===== config.mk =====
export PLATFORM = sky130hd
export DESIGN_NAME = countdown_2n
export DESIGN_NICKNAME = d
export VERILOG_FILES = /design/src/rtl/counter_pkg.sv /design/src/rtl/downcounter_n.sv /design/src/rtl/countdown_2n.sv
export SDC_FILE = /design/constraint.sdc
export NUM_CORES = 1
export LEC_CHECK = 0
export ABC_AREA = 0
export BUFFER_PORTS_ARGS = -buffer_cell sky130_fd_sc_hd__buf_2
export CORE_ASPECT_RATIO = 0.7
export CORE_MARGIN = 2
export CORE_UTILIZATION = 52
export CTS_CLUSTER_DIAMETER = 30
export DETAILED_ROUTE_END_ITERATION = 10
export PLACE_DENSITY = 0.81
export SLEW_MARGIN = 20
export SYNTH_ARGS = -nofsm -noshare
export SYNTH_HDL_FRONTEND = slang
export SYNTH_SLANG_ARGS = --single-unit

===== constraint.sdc =====
create_clock -name clk -period 3.73 [get_ports clk]
set_clock_uncertainty 0.2 [all_clocks]
set_input_delay 0.746 -clock clk [delete_from_list [all_inputs] [get_ports clk]]
set_output_delay 0.746 -clock clk [all_outputs]
set_load 0.05 [all_outputs]

===== src/rtl/counter_pkg.sv =====
// Shared types and constants for the split-half countdown timer.
package counter_pkg;

    localparam int unsigned DEFAULT_WIDTH = 64;

    typedef enum logic [1:0] {
        IDLE,
        RUN,
        DONE
    } state_t;

endpackage


===== src/rtl/downcounter_n.sv =====
// Loadable wrapping down-counter; borrow_out flags a decrement from zero.
module downcounter_n #(
    parameter int unsigned WIDTH = 32
) (
    input  logic             clk,
    input  logic             reset,
    input  logic             enable,
    input  logic             load,
    input  logic [WIDTH-1:0] load_value,
    output logic [WIDTH-1:0] cnt,
    output logic             borrow_out
);

    logic [WIDTH-1:0] cnt_q, cnt_d;

    always_comb begin
        cnt_d = cnt_q;
        if (load) begin
            cnt_d = load_value;
        end else if (enable) begin
            cnt_d = cnt_q - WIDTH'(1);
        end
    end

    always_ff @(posedge clk) begin
        if (reset) begin
            cnt_q <= '0;
        end else begin
            cnt_q <= cnt_d;
        end
    end

    assign cnt        = cnt_q;
    assign borrow_out = enable && (cnt_q == '0);

endmodule


===== src/rtl/countdown_2n.sv =====
// Countdown timer built from two half-width down-counters, with one-shot or
// periodic auto-reload and a registered terminal-count pulse.
module countdown_2n
    import counter_pkg::*;
#(
    parameter int unsigned WIDTH = DEFAULT_WIDTH
) (
    input  logic             clk,
    input  logic             reset,
    input  logic             enable,
    input  logic             load,
    input  logic [WIDTH-1:0] load_value,
    input  logic             reload_mode,
    output logic [WIDTH-1:0] cnt,
    output logic             expired,
    output logic             busy,
    output logic             zero
);

    localparam int unsigned HALF = WIDTH / 2;

    state_t           state_q, state_d;
    logic [WIDTH-1:0] reload_q;
    logic             expired_q;

    logic [HALF-1:0]  lo_cnt, hi_cnt;
    logic             lo_borrow;
    logic             hi_borrow;
    logic             is_one;
    logic             terminal;
    logic             decrement;
    logic             half_load;
    logic [WIDTH-1:0] half_value;

    assign cnt    = {hi_cnt, lo_cnt};
    assign is_one = (cnt == WIDTH'(1));

    // Terminal count reloads (or clears) the halves instead of decrementing,
    // so the high half never sees a borrow out of 1.
    assign terminal   = (state_q == RUN) && enable && !load && is_one;
    assign decrement  = (state_q == RUN) && enable && !load && !is_one;
    assign half_load  = load || terminal;
    assign half_value = load ? load_value : (reload_mode ? reload_q : '0);

    downcounter_n #(
        .WIDTH (HALF)
    ) u_lo (
        .clk        (clk),
        .reset      (reset),
        .enable     (decrement),
        .load       (half_load),
        .load_value (half_value[HALF-1:0]),
        .cnt        (lo_cnt),
        .borrow_out (lo_borrow)
    );

    downcounter_n #(
        .WIDTH (HALF)
    ) u_hi (
        .clk        (clk),
        .reset      (reset),
        .enable     (lo_borrow),
        .load       (half_load),
        .load_value (half_value[WIDTH-1:HALF]),
        .cnt        (hi_cnt),
        .borrow_out (hi_borrow)
    );

    always_ff @(posedge clk) begin
        if (reset) begin
            state_q <= IDLE;
        end else begin
            state_q <= state_d;
        end
    end

    always_comb begin
        state_d = state_q;
        if (load) begin
            state_d = (load_value != '0) ? RUN : IDLE;
        end else if (terminal && !reload_mode) begin
            state_d = DONE;
        end
    end

    always_ff @(posedge clk) begin
        if (reset) begin
            reload_q  <= '0;
            expired_q <= 1'b0;
        end else begin
            if (load) begin
                reload_q <= load_value;
            end
            expired_q <= terminal;
        end
    end

    always_comb begin
        busy    = (state_q == RUN);
        zero    = (cnt == '0);
        expired = expired_q;
    end

    // The high half's borrow can only fire on underflow, which RUN never reaches.
    logic unused_hi_borrow;
    assign unused_hi_borrow = hi_borrow;

endmodule


==> impl_metrics.py <==
metrics = {
    "worst_setup_path": {
        "worstPathMaxFanout": 6,
        "rr_worst_depth": 7,
        "cp_cell_sequence": "inv_1 -> ha_1 -> or3b_2 -> nor3_4 -> nand2_1 -> nor4_4 -> clkbuf_4",
        "arrival_ns": 2.67,
        "crit_required_ns": 2.78,
        "critPathSlowestCell": "or3b_2",
        "cp-end-kind": "primary output",
        "critPathKind": "reg2out",
        "cp_slowest_stage_delay_ns": 0.54,
        "startpoint_type": "flip-flop",
    },
    "power": {
        "p_per_area_nw_per_um2": 477,
        "ir_drop_uv": 433,
        "cellLeakagePower_nw": 3.77,
    },
    "global_routing": {
        "grt_pass1_vias": 7720,
        "busiest_layer": "met1",
        "antenna_found_initial": 1,
        "grt_pass1_wl_um": 44200,
        "use_met2": 0.484,
        "grt_overflow": 0,
        "use_met3": 0.114,
        "grt_max_degree": 93,
        "grt_use_total": 0.363,
        "grt_use_met1": 0.545,
    },
    "placement": {
        "portBuffers": 135,
        "gp_congestion": 0.964,
        "placed_cells": 1203,
        "dp_slack_ns": 0.304,
        "dp_hpwl_um": 19400,
    },
    "floorplanning": {
        "die_x_um": 148,
        "dieArea_um2": 15400,
        "pin_count": 136,
        "fp-row-count": 36,
        "fp.dieH_um": 105,
        "core_area_um2": 14000,
        "start_util": 0.536,
    },
    "cells_and_area": {
        "post-route-util": 0.645,
        "nNetsFinal": 1104,
        "layout-drive-gt1-share": 0.235,
        "n_antenna_cell": 0,
        "stdcell_count": 1234,
        "area_growth_pct": 20.5,
    },
    "logic_synthesis": {
        "yosysMostFrequentCell": "dfxtp_1",
        "yosys_most_used_dff": "dfxtp_1",
        "avgSynthCellArea_um2": 8.23,
        "synth_edf_count": 0,
        "yosysTopAreaCell": "dfxtp_1",
        "ys_warn_count": 0,
        "synth-seq-area-share": 0.349,
        "synth.area.top_cells": "dfxtp_1, mux2i_1, nor2_1",
        "syn_inst": 912,
        "synth_top_area_frac": 0.349,
        "syn-num-nets": 984,
        "ys_ff_latch": 131,
        "syn_area_um2": 7500,
        "async_reset_ff_frac": 0,
        "synth_cell_types": 77,
        "yosys-top-cells-count": "dfxtp_1, nor2_1, nand2_1",
    },
    "cts": {
        "clockBufferDepth": 2,
        "tritoncts": "yes",
        "cts_buffers": 17,
        "path_clk_slew_ns": 0.05,
        "holdBufCountCts": 0,
        "h-tree-depth": 4,
        "cts_num_sinks": 131,
        "clock_latency_ns": 0.42,
        "root_buffer": "clkbuf_16",
    },
    "sta": {
        "final_max_slew_viol_count": 0,
        "setup_violations": 0,
        "setup_ws_ns": 0.112,
        "worstMarginPinSlew_ns": 0.942,
        "whs_ns": 0.265,
        "min_period_ns": 3.62,
        "hold_viol": 0,
        "rsz0062_at_grt": "no",
        "max_freq_mhz": 276,
        "maxSlewHeadroom": 0.366,
        "finalSetupTns_ns": 0,
        "min_period_over_period": 0.970,
    },
    "detailed_routing": {
        "drc": 0,
        "drtIter0Drc": 1405,
        "wl_per_cell_um": 22.9,
        "dr.pass1.iters": 8,
        "ant_nets": 0,
        "vias": 8580,
        "viasPerCell": 6.95,
        "routed_wl_um": 28300,
    },
    "status": {
        "outcome": "complete, no violations",
    },
    "worst_hold_path": {
        "holdPathStages": 2,
        "hp-class": "reg2reg",
    },
    "flow_run": {
        "max_cap_viol_count": 0,
    },
}
-- flip-flops by register name, indices dropped and copies added, names as in the netlist --
register / cells
expired: 1
reload_q: 64
state_q: 2
u_hi.cnt: 32
u_lo.cnt: 32
-- critical path: cells and delay by family (launching register included) --
kind	cells	cell delay, ns
adder cells (fa/ha/maj)	1	0.21
AND/OR/NAND/NOR	4	1.26
flip-flops	1	0.34
buffers and inverters	2	0.44
-- kinds of logic after synthesis --
family	Yosys count	share of synthesized area
buffers and inverters	95	0.0564
multiplexers	56	0.0749
XOR/XNOR	2	0.00233
AND/OR/NAND/NOR	345	0.240
adder cells (fa/ha/maj)	3	0.00500
flip-flops	131	0.349
AO/OA/AOI/OAI	280	0.272
-- per-layer routing --
layer / up-vias / share of wire
met5: - / 0.00028
met4: 2 / 0.028
met3: 104 / 0.15
met2: 766 / 0.39
met1: 3946 / 0.42
li1: 3762 / -
-- final cells by class --
class | count | area, um2
Fill cell | 1168 | 4970
Timing Repair Buffer | 180 | 1060
Clock inverter | 5 | 75.1
Multi-Input combinational cell | 686 | 4500
Clock buffer | 26 | 489
Tap cell | 190 | 238
Inverter | 16 | 60.1
Sequential cell | 131 | 2620
-- path summary, 6_finish.rpt --
path	startpoint	endpoint	slack (ns)
hold / removal	reload_q[56]	reload_q[56]	0.27
setup / recovery	u_hi.cnt[0]	zero	0.11
hold reg to reg	reload_q[56]	reload_q[56]	0.27
setup reg to reg	u_lo.cnt[4]	u_lo.cnt[17]	0.33
-- layout by cell type, fill, tap and decap left out, types with 6 or more instances in the layout --
cell,count
a31oi_1,8
and3_1,8
nor4_1,28
nand2b_1,7
a311oi_1,10
a211oi_1,13
nand4_1,14
o32ai_1,8
o2111ai_1,8
clkbuf_1,6
a32o_1,18
dfxtp_1,131
or3_1,11
buf_2,132
a21oi_1,55
clkbuf_16,17
nand2_1,66
mux2i_1,55
o211ai_1,7
nor3_1,29
a41oi_1,8
o21ai_0,43
buf_4,43
o31ai_1,6
nand3_1,25
or4_1,7
o211a_1,8
nor2_1,105
a2111oi_0,7
o21ai_1,12
inv_1,14
a221oi_1,10
o22ai_1,10
-- per-stage QoR --
stage / area, um2 / power, mW
3_5_place_dp: 8460 / 2.64
2_1_floorplan: 7520 / 2.32
5_1_grt: 9040 / 4.46
4_1_cts: 9030 / 4.27
3_3_place_gp: 8460 / 2.63
6_report: 9040 / 4.31
-- power breakdown --
part	switching [mW]	internal, mW	leakage, nW
combinational	0.722	0.338	2.42
sequential	0.111	1.50	1.08
clock	0.616	1.03	0.278
total	1.45	2.86	3.77
-- repair_timing --
item	in CTS	in global routing
setup endpoints to repair	1	1
buffers inserted	0	0
pin swaps	0	1
resized for setup	1	3
No activity file was read; power rests on OpenSTA's default activity.
